===== src/rtl/sand_sweep.sv =====
// sand_sweep: walks the pixel RAM bottom-up, feeding each word and the word below it to the sand update block and writing both results back.
// Ports: clk/reset (sync, active-high); start request, busy/done status; mem_* word-addressed RAM port with one-cycle read latency;
// upd_* control, region/floor operands and combinational results of the sand update block.
module sand_sweep #(
  parameter int WORDS_PER_ROW = 40,
  parameter int ROWS          = 480,
  parameter int ADDR_W        = 15
) (
  input  logic              clk,
  input  logic              reset,
  input  logic              start,
  output logic              busy,
  output logic              done,
  output logic [ADDR_W-1:0] mem_addr,
  output logic              mem_rd,
  output logic              mem_wr,
  output logic [31:0]       mem_wdata,
  input  logic [31:0]       mem_rdata,
  output logic              upd_docalc,
  output logic              upd_screenbegin,
  output logic              upd_screenend,
  output logic [31:0]       upd_region,
  output logic [31:0]       upd_floor,
  input  logic [31:0]       upd_new_region,
  input  logic [31:0]       upd_new_floor
);
  localparam int RW = $clog2(ROWS + 1);
  localparam int CW = $clog2(WORDS_PER_ROW + 1);
  typedef enum logic [2:0] {IDLE, RD_REG, RD_FLR, CAP, WR_REG, WR_FLR} state_t;
  state_t          state_q, state_d;
  logic [RW-1:0]   r_q, r_d;
  logic [CW-1:0]   c_q, c_d;
  logic            done_q, done_d;
  logic [31:0]     region_q, region_d, floor_q, floor_d;
  logic            c_last, last, rd_st, wr_st;
  logic [ADDR_W-1:0] reg_addr, flr_addr;
  always_comb begin
    c_last   = c_q == CW'(WORDS_PER_ROW - 1);
    last     = c_last && r_q == '0;
    state_d  = state_q;
    r_d      = r_q;
    c_d      = c_q;
    done_d   = 1'b0;
    region_d = region_q;
    floor_d  = floor_q;
    case (state_q)
      IDLE: begin
        // a start landing on the done cycle is dropped, not treated as a new request
        if (start && !done_q) begin
          state_d = RD_REG;
          r_d     = RW'(ROWS - 2);
          c_d     = '0;
        end
      end
      RD_REG: state_d = RD_FLR;
      RD_FLR: begin
        state_d  = CAP;
        region_d = mem_rdata;
      end
      CAP: begin
        state_d = WR_REG;
        floor_d = mem_rdata;
      end
      WR_REG: state_d = WR_FLR;
      WR_FLR: begin
        state_d = last ? IDLE : RD_REG;
        done_d  = last;
        c_d     = c_last ? '0 : c_q + CW'(1);
        r_d     = last ? '0 : c_last ? r_q - RW'(1) : r_q;
      end
      default: state_d = IDLE;
    endcase
  end
  always_ff @(posedge clk) begin
    if (reset) begin
      state_q  <= IDLE;
      r_q      <= '0;
      c_q      <= '0;
      done_q   <= 1'b0;
      region_q <= '0;
      floor_q  <= '0;
    end else begin
      state_q  <= state_d;
      r_q      <= r_d;
      c_q      <= c_d;
      done_q   <= done_d;
      region_q <= region_d;
      floor_q  <= floor_d;
    end
  end
  assign reg_addr = ADDR_W'(r_q) * ADDR_W'(WORDS_PER_ROW) + ADDR_W'(c_q);
  assign flr_addr = reg_addr + ADDR_W'(WORDS_PER_ROW);
  assign busy     = state_q != IDLE;
  assign done     = done_q;
  // strobes drop as soon as reset is seen so an aborted sweep never writes on the reset edge
  assign rd_st    = state_q == RD_REG || state_q == RD_FLR;
  assign wr_st    = state_q == WR_REG || state_q == WR_FLR;
  assign mem_rd   = !reset && rd_st;
  assign mem_wr   = !reset && wr_st;
  assign upd_docalc = !reset && wr_st;
  assign mem_addr = (state_q == RD_FLR || state_q == WR_FLR) ? flr_addr : busy ? reg_addr : '0;
  assign mem_wdata = state_q == WR_REG ? upd_new_region : state_q == WR_FLR ? upd_new_floor : '0;
  assign upd_screenbegin = busy && c_q == '0;
  assign upd_screenend   = busy && c_last;
  assign upd_region = region_q;
  assign upd_floor  = floor_q;
endmodule


===== config.mk =====
export PLATFORM = sky130hd
export DESIGN_NAME = sand_sweep
export DESIGN_NICKNAME = d
export VERILOG_FILES = /design/src/rtl/sand_sweep.sv
export SDC_FILE = /design/constraint.sdc
export NUM_CORES = 1
export LEC_CHECK = 0
export CORE_MARGIN = 1.5
export CORE_UTILIZATION = 35
export CTS_CLUSTER_SIZE = 12
export DETAILED_ROUTE_END_ITERATION = 8
export PLACE_DENSITY = 0.77
export SLEW_MARGIN = 20
export SYNTH_ARGS = -nofsm -noshare
export SYNTH_HDL_FRONTEND = slang
export SYNTH_SLANG_ARGS = --single-unit

===== constraint.sdc =====
create_clock -name clk -period 5 [get_ports clk]
set_clock_uncertainty 0.15 [all_clocks]
set_input_delay 1 -clock clk [delete_from_list [all_inputs] [get_ports clk]]
set_output_delay 1 -clock clk [all_outputs]
set_load 0.005 [all_outputs]

==> results of run 1 <==
-- cells by family (layout without fill, tap and decap cells) --
group	count (synthesis)	after routing	synth area share [%]
flip-flops	83	83	34.7
AO/OA/AOI/OAI	144	144	18.0
AND/OR/NAND/NOR	290	290	27.0
multiplexers	35	35	7.32
buffers and inverters	46	252	3.92
adder cells (fa/ha/maj)	23	23	6.33
XOR/XNOR	13	13	2.69
-- report_power, final --
part	switching, uW	internal, uW	total (uW)	leakage (uW)
Combinational	308	327	635	0.00192
Clock	257	387	644	0.000137
Sequential	31.4	702	733	0.000675
Total	597	1420	2010	0.00273
-- sequential cells by signal (all words and copies together), names as in the netlist --
register    cells
upd_floor      32
upd_region     32
r_q             9
c_q             6
state_q         3
done            1
-- final cells by class --
type | count | share of cell area, %
multi-input cells | 505 | 40.1
clock buffers | 12 | 3.18
repair buffers | 225 | 30.0
clock inverters | 4 | 0.690
inverters | 11 | 0.556
flip-flops and latches | 83 | 22.4
well taps | 176 | 2.96
-- worst max-delay path by stage --
stage	startpoint	to	slack, ns	depth (start not counted)
2_1_floorplan	r_q[1]$_SDFFE_PP0P_	mem_addr[13]	1.04	10
6_report	r_q[1]$_SDFFE_PP0P_	mem_addr[11]	0.13	12
3_3_place_gp	r_q[1]$_SDFFE_PP0P_	mem_addr[14]	0.33	11
4_1_cts	r_q[1]$_SDFFE_PP0P_	mem_addr[14]	0.04	12
3_5_place_dp	r_q[1]$_SDFFE_PP0P_	mem_addr[14]	0.24	11
5_1_grt	r_q[1]$_SDFFE_PP0P_	mem_addr[11]	0.005	12
-- per-layer routing --
metal	vias up	global-route usage (%)
met5	-	0
met4	0	6.62
met3	20	5.13
met2	184	37.5
met1	2297	25.4
li1	2570	-
-- through the flow --
stage          hold WS (ns)  power [uW]
4_1_cts               0.304        2030
5_1_grt               0.317        2120
3_5_place_dp          0.296        1370
6_report              0.301        2010
3_3_place_gp          0.290        1360
2_1_floorplan         0.303        1090
-- Yosys cell counts (2+ instances only) --
cell type and instances:
a211o_1 2, a211oi_1 2, a21o_1 3, a21oi_1 86, a21oi_2 2, a221oi_1 2
a311oi_1 3, a31o_1 2, a31oi_1 2, and2_1 2, and3_1 2, buf_2 3
clkbuf_1 29, dfxtp_1 83, fa_1 2, ha_1 21, inv_1 10, mux2i_1 35
nand2_1 152, nand2b_1 4, nand3_1 10, nand3b_1 2, nand4_1 3, nor2_1 75
nor2b_1 6, nor3_1 10, nor3_2 3, nor3b_1 4, o21ai_0 16, o21ai_1 8
o22ai_1 3, or2_2 3, or3_1 2, or4_1 2, xnor2_1 9, xnor2_2 2
xor2_1 2
-- layout by cell type, fill, tap and decap left out, types with 4 or more instances in the layout --
cell / Yosys / final
nand2_1: 152 / 152
mux2i_1: 35 / 35
nor3_1: 10 / 10
inv_1: 10 / 10
xnor2_1: 9 / 8
nand2b_1: 4 / 4
buf_4: 1 / 9
clkbuf_16: 0 / 9
nor2b_1: 6 / 6
o21ai_0: 16 / 16
nor2_1: 75 / 74
o21ai_1: 8 / 8
clkdlybuf4s50_1: 0 / 212
dfxtp_1: 83 / 80
nand3_1: 10 / 10
ha_1: 21 / 21
a21oi_1: 86 / 86
-- worst reg2reg max path: stages (launching register included) --
cell      delay, ns
dfxtp_1        0.38
ha_1           0.23
nand4_1        0.28
nor3_2         0.67
nand2b_1       0.26
o21ai_0        0.09
a21oi_1        0.14
nor2_1         0.05
-- what timing repair did --
action | 4_1_cts | 5_1_grt
buffers inserted | 2 | 0
setup endpoints to repair | 3 | 3
pin swaps | 2 | 2
resized for setup | 2 | 10
==> summary.md, run 1 <==
| Metric | Value |
|---|---|
| Global route overflow | 0 |
| R2r startpoint | c_q[0]$_SDFFE_PP0P_ |
| Final number of setup-violating endpoints | 0 |
| Most frequent CP cell | ha_1 |
| Worst Path Buf+Inv | 2 |
| Fin Setup TNS | 0 ns |
| Slew Limit Fails | 0 |
| # Max-Cap Violations | 0 |
| Initial Utilization | 36.0% |
| Hold Crit Start | upd_floor[21]$_SDFFE_PP0P_ |
| Yosys cell types | 64 |
| Post-synthesis cell count | 634 |
| Mapped Area | 4780 um2 |
| Clock Pin Slew Worst Setup and Hold Paths | 0.06 ns |
| Post-synth top area cell | dfxtp_1 |
| Mean Syn Cell Area | ~7.5 um2 |
| CP Data Required Time | 3.85 ns |
| Setup WS post-layout | 0.135 ns |
| # rows | 42 |
| Startpoint type of the worst setup path | register |
| CTS tree | yes |
| RSZ-0062 raised after global routing | no |
| TritonCTS Sinks | 83 |
| Clock Path Buffers | 2 |
| VDD IR-drop max | 0.152 mV |
| Worst slew pin tran | 0.723 ns |
| Synth Flop Type | dfxtp_1 |
| Max frequency | 0.206 GHz |
| Final Non-Filler Cells | 1016 |
| DRC Markers | 0 |
| CP Cell Sequence | ha_1, ha_1, fa_2, nand2_1, a211o_1, nor4_4, buf_4, nand2_2, xnor2_2, xnor2_1, o22ai_1, clkdlybuf4s50_1 |
| Seq/Total Area, Yosys | 34.7% |
| Hold WC Path Type | reg -> reg |
| P per Cell Area | 271 nW/um2 |
| N_diodes | 0 |
| Post-route ant nets | 0 |
| Lkg Pwr | between 0.002 and 0.003 uW |
| Fin crit period | 4.87 ns |
| DP Cell Count | 998 |
| Met2 Wirelength | 7840 um |
| Top sig layer | met4 |
| Crit path arrival time | 3.72 ns |
| Clk root buf | clkbuf_16 |
| Slowest CP cell | fa_2 |
| Worst Hold Path EP | upd_floor[21]$_SDFFE_PP0P_ |
| Worst Setup End Kind | output pin |
| Die area | between 10000 and 15000 um2 |
| DRT Wirelength | 15500 um |
| Via/cell ratio | approximately 5 |
| Worst reg-to-reg setup slack | 2.61 ns |
| Register bit total from synthesis | 83 |
| First-pass GRT wire length | between 20000 and 25000 um |
| DP HPWL | between 10000 and 15000 um |
| Yosys top cell area share | a little over a third |
| Synth async-reset ratio | 0% |
| Initial antenna violation count | 0 |
| Gpl congestion | 0.833 |
| Routed wire per std cell | 15.3 um |
| Initial drt markers | 219 |
| Area of the multi-input gates | slightly below 3000 um2 |
| Final Instance Area | 7430 um2 |
| Clk Latency, worst-skew pair | 0.33 ns |
| Total CTS buffers | 9 |
| Layout cells sized above 1 | 6.79% |
| Hold_buf cts | 0 |
| Chip Height | between 100 and 150 um |
| Hold path cells | 2 |
| Die width | between 100 and 150 um |
| GRT Total Usage | 21.3% |
| Layout area overhead | 55.3% |
| CP peak stage delay | ~0.56 ns |
| Largest net degree at the start of global routing | 55 |
| Reg-to-reg endpoint | r_q[3]$_SDFFE_PP0P_ |
| Post-synth EDFFs | 0 |
| Fillers | 1226 |
| FF-to-FF path depth | 7 |
| Setup CP Type | reg -> out |
| H-tree Lvls | 3 |
| Worst Path Max Fanout | 7 |
| Area contributors post-synth | dfxtp_1 35%, nand2_1 12%, a21oi_1 9.0% |
| Register Area | 1670 um2 |
| Core area | 13300 um2 |
| Crit-path leading delay family | adder cells |
| Final design utilization | between 50% and 60% |
| Met3 wire length | 869 um |
| DP Area | 7080 um2 |
| Final hold violations | 0 |
| Ys Warns | 0 |
| Status | finished, final reports clean |
| Slew margin rel. | between 50% and 60% |
| IO buf count | around 220 |
| Number of detailed-route iterations in the first pass | 5 |
| WL met1 | 6460 um |
| Via count | ~5000 |
| Nets | ~960 |
| Number of I/O pins | 217 |
| Syn nets | 756 |
| Final period util | a little over nine tenths |
| Post-place setup slack | 0.239 ns |
| Number of global-route vias before repair | ~4800 |
Note: power is estimated with default switching activity, not from simulation.
==> run 2, diff against run 1 <==
--- a/config.mk
+++ b/config.mk
@@ -10,6 +10,7 @@
 export CTS_CLUSTER_SIZE = 12
 export DETAILED_ROUTE_END_ITERATION = 8
 export PLACE_DENSITY = 0.77
+export SETUP_SLACK_MARGIN = 0.1
 export SLEW_MARGIN = 20
 export SYNTH_ARGS = -nofsm -noshare
 export SYNTH_HDL_FRONTEND = slang
==> summary.md, run 2 (synthesis results as in run 1) <==
| Metric | Value |
|---|---|
| Status | finished, final reports clean |
| Number of global-route vias before repair | 4769 (unchanged) |
| First-pass GRT wire length | 24100 um (-0.26%) |
| Initial drt markers | 233 (+6.4%) |
| Slew margin rel. | 51.9% (+0.14 points) |
| Die area | 14400 um2 (unchanged) |
| Via/cell ratio | 4.98 (-0.22%) |
| Final number of setup-violating endpoints | 0 (unchanged) |
| Clock Power Share | 32.0% (about the same) |
| Setup CP Type | reg -> out |
| Switching fraction of total power | 29.7% (about the same) |
| DRC Markers | 0 (unchanged) |
| Nets | 958 (+0.10%) |
| Hold Crit Start | upd_floor[21]$_SDFFE_PP0P_ |
| Clock Pin Slew Worst Setup and Hold Paths | 0.06 ns (about the same) |
| Comb power frac | 31.5% (about the same) |
| FF-to-FF path depth | 7 (unchanged) |
| Total CTS buffers | 9 (unchanged) |
| Final Instance Area | 7440 um2 (+0.13%) |
| Worst reg-to-reg setup slack | 2.63 ns (+0.02 ns) |
| RSZ-0062 raised after global routing | no |
| Slew Limit Fails | 0 (unchanged) |
| N_diodes | 0 (unchanged) |
| Pint | 1420 uW (about the same) |
| Initial Utilization | 36.0% (unchanged) |
| Initial antenna violation count | 0 (unchanged) |
| Largest net degree at the start of global routing | 55 (unchanged) |
| H-tree Lvls | 3 (unchanged) |
| Routed wire per std cell | 15.2 um (-0.23%) |
| GRT Total Usage | 21.2% (-0.050 points) |
| CTS tree | yes |
| Max frequency | 0.212 GHz (+3.2%) |
| TritonCTS Sinks | 83 (unchanged) |
| Worst Hold Path EP | upd_floor[21]$_SDFFE_PP0P_ |
| Number of detailed-route iterations in the first pass | 5 (unchanged) |
| Layout area overhead | 55.6% |
| Hold path cells | 2 (unchanged) |
| Clk Latency, worst-skew pair | 0.33 ns (about the same) |
| Core area | 13300 um2 (unchanged) |
| Via count | 5065 (-0.12%) |
| CP peak stage delay | 0.56 ns (about the same) |
| CP Data Required Time | 3.85 ns (about the same) |
| Fin Setup TNS | 0 ns (unchanged) |
| Worst slew pin tran | 0.721 ns (-0.00212 ns) |
| Number of I/O pins | 217 (unchanged) |
| Commonest non-fill, non-tap cell in the layout | clkdlybuf4s50_1 |
| Startpoint type of the worst setup path | register |
| Die width | 120 um (unchanged) |
| DP HPWL | 11600 um (unchanged) |
| Most frequent cells in the layout | 211 x clkdlybuf4s50_1, 152 x nand2_1, 85 x a21oi_1 |
| Crit-path leading delay family | adder cells |
| Final hold violations | 0 (unchanged) |
| VDD IR-drop max | 0.152 mV (about the same) |
| # rows | 42 (unchanged) |
| Flop pwr share | 36.4% (about the same) |
| Clock Path Buffers | 2 (unchanged) |
| CP Cell Sequence | ha_1, ha_1, fa_2, nand2_1, a211o_1, nor4_4, buf_4, buf_4, nand3_1, o22ai_2, o21ai_1, o31ai_2, dlygate4sd2_1 |
| # Max-Cap Violations | 0 (unchanged) |
| Worst Path Buf+Inv | 3 (+1) |
| DRT Wirelength | 15500 um (-0.13%) |
| IO buf count | 216 (unchanged) |
| Final Non-Filler Cells | 1017 (+0.098%) |
| Worst Path Max Fanout | 6 (-1) |
| Reg-to-reg endpoint | r_q[6]$_SDFFE_PP0P_ |
| Chip Height | 120 um (unchanged) |
| P per Cell Area | 270 nW/um2 (-0.14%) |
| Slowest CP cell | fa_2 |
| DP Area | 7080 um2 (unchanged) |
| Worst Setup End Kind | output pin |
| Gpl congestion | 0.833 (unchanged) |
| Global route overflow | 0 (unchanged) |
| R2r startpoint | c_q[0]$_SDFFE_PP0P_ |
| DP Cell Count | 998 (unchanged) |
| Net load switching power | 597 uW (about the same) |
| Hold WC Path Type | reg -> reg |
| Crit path arrival time | 3.56 ns (-0.16 ns) |
| Hold_buf cts | 0 (unchanged) |
| Post-route ant nets | 0 (unchanged) |
| Clk root buf | clkbuf_16 |
| Final design utilization | 56.0% (+0.075 points) |
| Layout cells sized above 1 | 7.02% (+0.23 points) |
| Fin crit period | 4.71 ns (-0.150 ns) |
| Final period util | 94.3% (-3.0 points) |
| Lkg Pwr | 0.00274 uW (+0.25%) |
[run 2: changes by cell type in the layout (fill, tap and decap cells not counted), sizes merged]
cell / before / now
clkdlybuf4s50: 212 / 211
buf: 10 / 11
dlygate4sd2: 0 / 1
[run 2: area by class of cell]
cell class,instances,area (um2)
well taps,176,220
inverters,11,41.3
flip-flops and latches,83,1670
multi-input cells,505,2990
clock buffers,12,236
repair buffers,226,2240
fillers,1222,5850
clock inverters,4,51.3
[run 2: worst max-delay path by stage]
stage                        start           end  slack [ns]  depth (start not counted)
2_1_floorplan  r_q[1]$_SDFFE_PP0P_  mem_addr[13]        1.04                         10
3_3_place_gp   r_q[1]$_SDFFE_PP0P_  mem_addr[14]        0.33                         11
3_5_place_dp   r_q[1]$_SDFFE_PP0P_  mem_addr[14]        0.24                         11
4_1_cts        r_q[1]$_SDFFE_PP0P_  mem_addr[13]        0.10                         12
5_1_grt        r_q[1]$_SDFFE_PP0P_  mem_addr[14]        0.14                         13
6_report       r_q[1]$_SDFFE_PP0P_  mem_addr[14]        0.29                         13
[run 2: power by group through the flow]
| stage | Clock [uW] | Combinational, uW | Sequential (uW) |
|---|---|---|---|
| 6_report | 644 | 635 | 733 |
| 5_1_grt | 689 | 696 | 740 |
| 4_1_cts | 662 | 633 | 733 |
| 3_5_place_dp | 0 | 622 | 747 |
| 3_3_place_gp | 0 | 619 | 746 |
| 2_1_floorplan | 0 | 349 | 741 |
[run 2: timing repair]
action                     4_1_cts  5_1_grt
pin swaps                        3        2
setup buffers                    2        1
setup endpoints to repair        4        3
gates resized for setup          5        9
[run 2: metrics by stage]
stage | hold WS [ns] | worst slack [ns] | power (uW)
finish | 0.301 | 0.285 | 2010
global route | 0.317 | 0.140 | 2120
CTS | 0.304 | 0.101 | 2030
detailed placement | 0.296 | 0.239 | 1370
global placement | 0.290 | 0.329 | 1360
floorplan | 0.303 | 1.04 | 1090
[run 2: worst reg2reg max path: cells and delay by family (launching register included)]
family / cells / cell delay (ns)
compound gates: 1 / 0.08
mux: 1 / 0.21
fa+ha+maj: 1 / 0.23
simple gates: 4 / 1.18
flops: 1 / 0.38
[run 2: layer usage]
metal	share of wire (%)	GRT usage, %	vias up
met5	0	0	-
met4	2.2	6.62	0
met3	6.0	5.13	20
met2	50	37.5	198
met1	42	25.3	2280
li1	-	-	2567
